<file path="src/rtl/tb_axi_types_pkg.sv">
// Shared AXI4 burst types plus the constants and helpers used by the
// per-beat address generator.
package tb_axi_types_pkg;

   typedef logic [7:0] axi_burst_length;
   typedef logic [2:0] axi_burst_size;

   typedef enum logic [1:0] {
      AXI_BURST_FIXED = 2'b00,
      AXI_BURST_INCR  = 2'b01,
      AXI_BURST_WRAP  = 2'b10,
      AXI_BURST_RSVD  = 2'b11
   } axi_burst_type;

   localparam int AXI_4KB_SHIFT     = 12;
   localparam int AXI_MAX_FIXED_LEN = 15;

   typedef enum logic {
      AGEN_IDLE,
      AGEN_BURST
   } agen_state_e;

   // WRAP bursts must be 2, 4, 8 or 16 beats long.
   function automatic logic axi_wrap_len_legal(input axi_burst_length len);
      return (len == 8'd1) || (len == 8'd3) || (len == 8'd7) || (len == 8'd15);
   endfunction

endpackage

</file>
<file path="src/rtl/axi_burst_addr_gen_if.sv">
// Request and beat-descriptor channels of the burst address generator.
interface axi_burst_addr_gen_if #(
   parameter int ADDR_WIDTH = 32,
   parameter int DATA_WIDTH = 64,
   parameter int ID_WIDTH   = 4
);
   logic                               req_valid_i;
   logic                               req_ready_o;
   logic [ID_WIDTH-1:0]                req_id_i;
   logic [ADDR_WIDTH-1:0]              req_addr_i;
   tb_axi_types_pkg::axi_burst_length  req_len_i;
   tb_axi_types_pkg::axi_burst_size    req_size_i;
   tb_axi_types_pkg::axi_burst_type    req_burst_i;

   logic                               beat_valid_o;
   logic                               beat_ready_i;
   logic [ID_WIDTH-1:0]                beat_id_o;
   logic [ADDR_WIDTH-1:0]              beat_addr_o;
   logic [7:0]                         beat_idx_o;
   logic [DATA_WIDTH/8-1:0]            beat_strb_o;
   logic                               beat_last_o;
   logic                               beat_err_o;

   // Requester side: issues AW/AR requests and consumes beats.
   modport master (
      output req_valid_i, req_id_i, req_addr_i, req_len_i, req_size_i, req_burst_i,
      output beat_ready_i,
      input  req_ready_o,
      input  beat_valid_o, beat_id_o, beat_addr_o, beat_idx_o, beat_strb_o,
      input  beat_last_o, beat_err_o
   );

   // Generator side.
   modport slave (
      input  req_valid_i, req_id_i, req_addr_i, req_len_i, req_size_i, req_burst_i,
      input  beat_ready_i,
      output req_ready_o,
      output beat_valid_o, beat_id_o, beat_addr_o, beat_idx_o, beat_strb_o,
      output beat_last_o, beat_err_o
   );
endinterface

</file>
<file path="src/rtl/axi_burst_addr_gen_strb.sv">
// Byte-lane strobe for one beat: lanes from the address offset up to the end
// of the size-aligned container that holds it.
module axi_strb_gen
   import tb_axi_types_pkg::*;
#(
   parameter  int DATA_WIDTH = 64,
   localparam int STRB_W     = DATA_WIDTH / 8,
   localparam int OFF_W      = (STRB_W > 1) ? $clog2(STRB_W) : 1
) (
   input  logic [OFF_W-1:0]  addr,
   input  axi_burst_size     size,
   output logic [STRB_W-1:0] strb
);
   logic [7:0] lo;
   logic [7:0] nbytes;
   logic [8:0] hi;

   assign lo     = 8'(addr);
   assign nbytes = 8'd1 << size;
   assign hi     = 9'(lo & ~(nbytes - 8'd1)) + 9'(nbytes);

   for (genvar i = 0; i < STRB_W; i++) begin : g_lane
      assign strb[i] = (9'(i) >= {1'b0, lo}) && (9'(i) < hi);
   end
endmodule

</file>
<file path="src/rtl/axi_burst_addr_gen.sv">
// Per-beat address/strobe generator for AXI4 FIXED, INCR and WRAP bursts,
// with AXI4 legality checking. Illegal bursts still emit len+1 beats.
module axi_burst_addr_gen
   import tb_axi_types_pkg::*;
#(
   parameter int ADDR_WIDTH = 32,
   parameter int DATA_WIDTH = 64,
   parameter int ID_WIDTH   = 4
) (
   input logic                 clk_i,
   input logic                 rst_i,
   axi_burst_addr_gen_if.slave bus
);
   localparam int STRB_W = DATA_WIDTH / 8;
   localparam int OFF_W  = (STRB_W > 1) ? $clog2(STRB_W) : 1;
   localparam int PG     = AXI_4KB_SHIFT;

   typedef logic [ADDR_WIDTH-1:0] addr_t;

   agen_state_e         state, state_nxt;
   logic [ID_WIDTH-1:0] id_q;
   addr_t               addr_q, lower_q, upper_q;
   axi_burst_length     len_q, idx_q;
   axi_burst_size       size_q;
   axi_burst_type       burst_q;
   logic                err_q;

   logic                beat_valid, last, req_ready, req_hs, beat_hs;
   addr_t               req_nbytes, req_aligned, req_total, req_lower, req_end;
   logic                req_err;
   addr_t               nbytes, next_incr, next_addr;
   logic [STRB_W-1:0]   strb_raw;

   // Burst parameters of the incoming request.
   assign req_nbytes  = addr_t'(1) << bus.req_size_i;
   assign req_aligned = bus.req_addr_i & ~(req_nbytes - addr_t'(1));
   assign req_total   = addr_t'({1'b0, bus.req_len_i} + 9'd1) << bus.req_size_i;
   assign req_lower   = bus.req_addr_i & ~(req_total - addr_t'(1));
   assign req_end     = req_aligned + (addr_t'(bus.req_len_i) << bus.req_size_i);

   // Legality check of the incoming request.
   always_comb begin
      // NOTE: every combinational output gets a default first so no latch is inferred.
      req_err = 1'b0;
      if (req_nbytes > addr_t'(STRB_W)) req_err = 1'b1;
      case (bus.req_burst_i)
         AXI_BURST_FIXED: if (bus.req_len_i > 8'(AXI_MAX_FIXED_LEN)) req_err = 1'b1;
         AXI_BURST_WRAP:  if (!axi_wrap_len_legal(bus.req_len_i) ||
                              (bus.req_addr_i != req_aligned)) req_err = 1'b1;
         AXI_BURST_INCR:  if (bus.req_addr_i[ADDR_WIDTH-1:PG] != req_end[ADDR_WIDTH-1:PG])
                              req_err = 1'b1;
         default:         req_err = 1'b1;
      endcase
   end

   // Address of the beat following the one currently presented.
   assign nbytes    = addr_t'(1) << size_q;
   assign next_incr = (addr_q & ~(nbytes - addr_t'(1))) + nbytes;

   // Burst-type specific address step.
   always_comb begin
      next_addr = next_incr;
      case (burst_q)
         AXI_BURST_FIXED: next_addr = addr_q;
         AXI_BURST_WRAP:  if (next_incr == upper_q) next_addr = lower_q;
         default:         next_addr = next_incr;
      endcase
   end

   // FSM state register.
   always_ff @(posedge clk_i) begin
      // NOTE: sequential state uses non-blocking assignments so every register sees pre-edge values.
      if (rst_i) state <= AGEN_IDLE;
      else       state <= state_nxt;
   end

   // FSM next state: a new request on the last-beat handshake keeps us in BURST.
   always_comb begin
      state_nxt = state;
      case (state)
         AGEN_IDLE:  if (req_hs) state_nxt = AGEN_BURST;
         AGEN_BURST: if (beat_hs && last && !req_hs) state_nxt = AGEN_IDLE;
         default:    state_nxt = AGEN_IDLE;
      endcase
   end

   // FSM outputs; ready reopens combinationally on the last-beat handshake.
   always_comb begin
      beat_valid = (state == AGEN_BURST);
      last       = beat_valid && (idx_q == len_q);
      req_ready  = !beat_valid || (bus.beat_ready_i && last);
   end

   assign req_hs  = bus.req_valid_i && req_ready;
   assign beat_hs = beat_valid && bus.beat_ready_i;

   // Burst context: loaded on request handshake, advanced on beat handshake.
   always_ff @(posedge clk_i) begin
      if (rst_i) begin
         id_q    <= '0;
         addr_q  <= '0;
         lower_q <= '0;
         upper_q <= '0;
         len_q   <= '0;
         idx_q   <= '0;
         size_q  <= '0;
         burst_q <= AXI_BURST_FIXED;
         err_q   <= 1'b0;
      end else if (req_hs) begin
         id_q    <= bus.req_id_i;
         addr_q  <= bus.req_addr_i;
         lower_q <= req_lower;
         upper_q <= req_lower + req_total;
         len_q   <= bus.req_len_i;
         idx_q   <= '0;
         size_q  <= bus.req_size_i;
         burst_q <= bus.req_burst_i;
         err_q   <= req_err;
      end else if (beat_hs) begin
         idx_q   <= idx_q + 8'd1;
         addr_q  <= next_addr;
      end
   end

   axi_strb_gen #(.DATA_WIDTH(DATA_WIDTH)) u_strb (
      .addr (addr_q[OFF_W-1:0]),
      .size (size_q),
      .strb (strb_raw)
   );

   assign bus.req_ready_o  = req_ready;
   assign bus.beat_valid_o = beat_valid;
   assign bus.beat_id_o    = id_q;
   assign bus.beat_addr_o  = addr_q;
   assign bus.beat_idx_o   = idx_q;
   assign bus.beat_last_o  = last;
   assign bus.beat_err_o   = err_q;
   assign bus.beat_strb_o  = (beat_valid && !err_q) ? strb_raw : '0;
endmodule

</file>
<file path="src/flat_wrapper.sv">
// flat-port wrapper written by rule: the top's interface ports become plain ports
module axi_burst_addr_gen_flat import tb_axi_types_pkg::*;
#(
   parameter int ADDR_WIDTH = 32,
   parameter int DATA_WIDTH = 64,
   parameter int ID_WIDTH   = 4
)
  (clk_i, rst_i, bus_req_valid_i, bus_req_id_i, bus_req_addr_i, bus_req_len_i, bus_req_size_i, bus_req_burst_i, bus_beat_ready_i, bus_req_ready_o, bus_beat_valid_o, bus_beat_id_o, bus_beat_addr_o, bus_beat_idx_o, bus_beat_strb_o, bus_beat_last_o, bus_beat_err_o);
  axi_burst_addr_gen_if #(.ADDR_WIDTH(ADDR_WIDTH), .DATA_WIDTH(DATA_WIDTH), .ID_WIDTH(ID_WIDTH)) bus_i ();
  input logic clk_i;
  input logic rst_i;
  input wire logic [$bits(bus_i.req_valid_i)-1:0] bus_req_valid_i;
  input wire logic [$bits(bus_i.req_id_i)-1:0] bus_req_id_i;
  input wire logic [$bits(bus_i.req_addr_i)-1:0] bus_req_addr_i;
  input wire logic [$bits(bus_i.req_len_i)-1:0] bus_req_len_i;
  input wire logic [$bits(bus_i.req_size_i)-1:0] bus_req_size_i;
  input wire logic [$bits(bus_i.req_burst_i)-1:0] bus_req_burst_i;
  input wire logic [$bits(bus_i.beat_ready_i)-1:0] bus_beat_ready_i;
  output wire logic [$bits(bus_i.req_ready_o)-1:0] bus_req_ready_o;
  output wire logic [$bits(bus_i.beat_valid_o)-1:0] bus_beat_valid_o;
  output wire logic [$bits(bus_i.beat_id_o)-1:0] bus_beat_id_o;
  output wire logic [$bits(bus_i.beat_addr_o)-1:0] bus_beat_addr_o;
  output wire logic [$bits(bus_i.beat_idx_o)-1:0] bus_beat_idx_o;
  output wire logic [$bits(bus_i.beat_strb_o)-1:0] bus_beat_strb_o;
  output wire logic [$bits(bus_i.beat_last_o)-1:0] bus_beat_last_o;
  output wire logic [$bits(bus_i.beat_err_o)-1:0] bus_beat_err_o;
  assign bus_i.req_valid_i = bus_req_valid_i;
  assign bus_i.req_id_i = bus_req_id_i;
  assign bus_i.req_addr_i = bus_req_addr_i;
  assign bus_i.req_len_i = bus_req_len_i;
  assign bus_i.req_size_i = bus_req_size_i;
  assign bus_i.req_burst_i = bus_req_burst_i;
  assign bus_i.beat_ready_i = bus_beat_ready_i;
  assign bus_req_ready_o = bus_i.req_ready_o;
  assign bus_beat_valid_o = bus_i.beat_valid_o;
  assign bus_beat_id_o = bus_i.beat_id_o;
  assign bus_beat_addr_o = bus_i.beat_addr_o;
  assign bus_beat_idx_o = bus_i.beat_idx_o;
  assign bus_beat_strb_o = bus_i.beat_strb_o;
  assign bus_beat_last_o = bus_i.beat_last_o;
  assign bus_beat_err_o = bus_i.beat_err_o;
  axi_burst_addr_gen #(.ADDR_WIDTH(ADDR_WIDTH), .DATA_WIDTH(DATA_WIDTH), .ID_WIDTH(ID_WIDTH)) u_core (.clk_i(clk_i), .rst_i(rst_i), .bus(bus_i));
endmodule
</file>
<file path="config.mk">
export PLATFORM = sky130hd
export DESIGN_NAME = axi_burst_addr_gen_flat
export DESIGN_NICKNAME = d
export VERILOG_FILES = /design/src/rtl/tb_axi_types_pkg.sv /design/src/rtl/axi_burst_addr_gen_if.sv /design/src/rtl/axi_burst_addr_gen_strb.sv /design/src/rtl/axi_burst_addr_gen.sv /design/src/flat_wrapper.sv
export SDC_FILE = /design/constraint.sdc
export NUM_CORES = 1
export LEC_CHECK = 0
export CORE_MARGIN = 1
export CORE_UTILIZATION = 61
export DETAILED_ROUTE_END_ITERATION = 6
export GPL_TIMING_DRIVEN = 1
export HOLD_SLACK_MARGIN = 0.12
export PLACE_DENSITY = 0.85
export RECOVER_POWER = 50
export SYNTH_ARGS = -nofsm -noshare
export SYNTH_HDL_FRONTEND = slang
export SYNTH_SLANG_ARGS = --single-unit
</file>
<file path="constraint.sdc">
create_clock -name clk_i -period 9 [get_ports clk_i]
set_input_delay 1.8 -clock clk_i [delete_from_list [all_inputs] [get_ports clk_i]]
set_output_delay 1.8 -clock clk_i [all_outputs]
set_load 0.01 [all_outputs]
</file>
==> qor.yml <==
outcome:
  status: "finished with violations"
  violations: "design-rule violations, max-capacitance violations, max-slew violations"
cts:
  clk_latency_ps: 440
  ctsHoldBuffers: 0
  clockBufferDepth: 2
  post_cts_buffers: 0
  cts.sinks: 123
  htree_levels: 4
  cts_made_buffers: 17
  cts_tree: "yes"
  cts_resized: 0
  path_clk_slew_ps: 60
  clock-root-buffer: "clkbuf_16"
yosys:
  synth_area_per_cell_um2: 7.646
  yosysUniqueCellTypes: 111
  syn_inst: 1404
  yosys-top-cells-count: "nand2_1, dfxtp_1, a21oi_1"
  synth_most_common_cell: "nand2_1"
  yosys_warnings: 0
  yosysTopAreaCell: "dfxtp_1"
  synthArstFlopShare_pct: 0
  syn-cell-area_mm2: 0.01074
  synth.area.top_cells: "dfxtp_1, nand2_1, xnor2_1"
  ys_seq_area_share_pct: 22.94
  ys_ff_latch: 123
  synth-edff-count: 0
  synthesis.nets: 1493
  ys.flop_type: "dfxtp_1"
  yosys.area.top_type_share_pct: 22.94
setup_path:
  startpoint_type: "primary input"
  startpoint: "bus_req_size_i[0]"
  arrival_ps: 8350
  cp_slowest_cell: "dlygate4sd3_1"
  setup.worst_path.end_class: "register"
  critPathMaxStageDelay_ps: 1180
  required_ps: 9330
  worst_r2r_startpoint: "u_core.size_q[0]$_SDFFE_PP0P_"
  cp_max_fo: 28
  reg2reg_depth: 16
  crit_chain: "dlygate4sd3_1 -> clkbuf_1 -> or2_0 -> o221ai_1 -> nor2_1 -> a41oi_4 -> nor2_1 -> nand2_1 -> nor4_1 -> ha_1 -> and2_1 -> ha_1 -> nand4_1 -> a2111oi_0 -> nand4_1 -> a21oi_4 -> nor4b_2 -> xor2_1 -> a32o_1"
  criticalPathCategory: "in -> reg"
floorplan:
  dieArea_mm2: 0.01813
  start_util_pct: 62.28
  die_w_um: 134.7
  rows: 48
  die_y_um: 134.7
  core-area_mm2: 0.01724
  boundaryPins: 109
sta:
  worst_slack_ps: 982.0
  finalMaxSlewViolations: 66
  skew_ps: 10.87
  fmax_mhz: 124.7
  rsz0062_at_grt: "false"
  setup_viol: 0
  fin_hold_ws_ps: 451.1
  tightest_slew_ps: 2277
  slew_headroom_pct: -51.77
  fin_crit_sh_pct: 89.09
  min_period_ps: 8018
  fin_tns_setup_ps: 0
  hold_viol_final: 0
route:
  first_pass_iters: 7
  drt_iter0_drc: 1616
  via_per_inst: 6.852
  ant_nets: 0
  wl_per_cell_um: 20.76
  drc: 2
  routed-via-count: 11471
  finalWirelength_mm: 34.76
global_routing:
  grt.total_usage_pct: 38.61
  antenna_found_initial: 1
  met2_usage_pct: 58.36
  busiest_layer: "met2"
  globalRouteMet3Util_pct: 7.658
  grt_overflow: 0
  grt_pass1_vias: 10279
  grt_max_degree: 67
  grt_first_pass_wirelength_mm: 54.93
  use_met1_pct: 53.27
cells_and_area:
  fill_cells: 1362
  fin_cells: 1674
  area_growth_pct: 15.02
  drive_above_1_share_pct: 6.285
  nets: 1525
flow_run:
  drv_cap: 2
power_and_ir_drop:
  power.density_mw_per_mm2: 157.5
  leakagePower_nw: 4.866
  peakVddDrop_mv: 0.1502
worst_hold_path:
  whs_path_depth: 2
  min_path_type: "reg -> reg"
  holdCritStartpoint: "u_core.lower_q[2]$_SDFFE_PP0P_"
place:
  place_inst: 1642
  dp_hpwl_mm: 24.95
  port_buffers: 108
  place_ws_ps: 1143
  gp_congestion: 1.029
[layout make-up]
| class | count | area, um^2 | share of cell area, % |
|---|---|---|---|
| well taps | 225 | 281.5 | 2.280 |
| clock buffers | 18 | 429.2 | 3.476 |
| repair buffers | 119 | 1154 | 9.342 |
| flip-flops and latches | 123 | 2462 | 19.94 |
| inverters | 36 | 135.1 | 1.094 |
| multi-input cells | 1139 | 7692 | 62.30 |
| diodes | 1 | 2.502 | 0.02027 |
| clock inverters | 13 | 191.4 | 1.550 |
[cells by family (layout without fill, tap and decap cells)]
family                     after synthesis  after routing  share of synthesized area [%]
and+or+nand+nor                        529            529                          24.94
xor gates and xnor gates               118            118                          10.28
muxes                                   53             53                          5.326
DFF                                    123            123                          22.94
AOI/OAI and AO/OA                      403            403                          26.78
other                                    0              1                              0
adders and majority gates               36             36                          4.196
buffers and inverters                  142            186                          5.536
[layout by cell type (no fill, tap or decap), types with 7 or more instances in the layout]
cell type	netlist	final
a211oi_1	41	41
a21o_1	14	14
a21oi_1	107	107
a22o_1	12	12
a22oi_1	7	7
a31oi_1	16	16
and2_1	24	23
and3_1	14	14
and4_1	8	8
buf_4	5	10
clkbuf_16	0	17
clkdlybuf4s50_1	0	57
dfxtp_1	123	123
dlygate4sd3_1	0	50
ha_1	36	36
inv_1	34	34
mux2i_1	41	41
nand2_1	184	183
nand2b_1	8	8
nand3_1	46	46
nand4_1	29	29
nor2_1	100	99
nor2b_1	22	22
nor3_1	28	28
nor4_1	10	10
o211ai_1	15	15
o21a_1	8	8
o21ai_0	42	42
o22ai_1	38	38
or3_1	14	14
xnor2_1	63	63
xor2_1	50	50
[layer usage]
layer,vias to the layer above,share of wire (%)
met4,0,4.0
met3,134,10
li1,5255,-
met5,-,0
met1,5392,42
met2,690,44
[worst max-delay path, delay by kind of cell]
| kind | cells | cell delay [ps] |
|---|---|---|
| AO/OA/AOI/OAI | 5 | 1400 |
| XOR/XNOR | 1 | 110 |
| adder cells (fa/ha/maj) | 2 | 620 |
| buffers and inverters | 2 | 1890 |
| AND/OR/NAND/NOR | 9 | 2490 |
[sequential cells by signal, summed over array words and instances, names as in the netlist]
register	cells
u_core.burst_q	2
u_core.bus.beat_addr_o	32
u_core.bus.beat_err_o	1
u_core.bus.beat_id_o	4
u_core.bus.beat_idx_o	8
u_core.bus.beat_valid_o	1
u_core.len_q	8
u_core.lower_q	32
u_core.size_q	3
u_core.upper_q	32
[power breakdown]
part | switching [mW] | total, mW | leakage (nW) | internal [mW]
logic | 0.327 | 0.560 | 3.56 | 0.233
clock network | 0.276 | 0.739 | 0.293 | 0.464
registers | 0.0606 | 0.645 | 1.01 | 0.585
total | 0.663 | 1.94 | 4.87 | 1.28
[stage by stage]
stage | util, % | instance area (um^2) | total power [mW]
5_1_grt | 71.62 | 12350 | 2.020
3_5_place_dp | 68.13 | 11740 | 1.203
4_1_cts | 71.73 | 12360 | 1.935
6_report | 71.64 | 12350 | 1.945
3_3_place_gp | 68.13 | 11740 | 1.190
2_1_floorplan | - | 10740 | 1.024
[worst paths after layout]
check | slack, ps | end
setup / recovery | 980 | u_core.upper_q[23]$_SDFFE_PP0P_
setup reg to reg | 2630 | u_core.bus.beat_addr_o[28]$_SDFFE_PP0P_
hold reg to reg | 450 | u_core.lower_q[2]$_SDFFE_PP0P_
hold / removal | 450 | u_core.lower_q[2]$_SDFFE_PP0P_
Note: power is estimated with default switching activity, not from simulation.
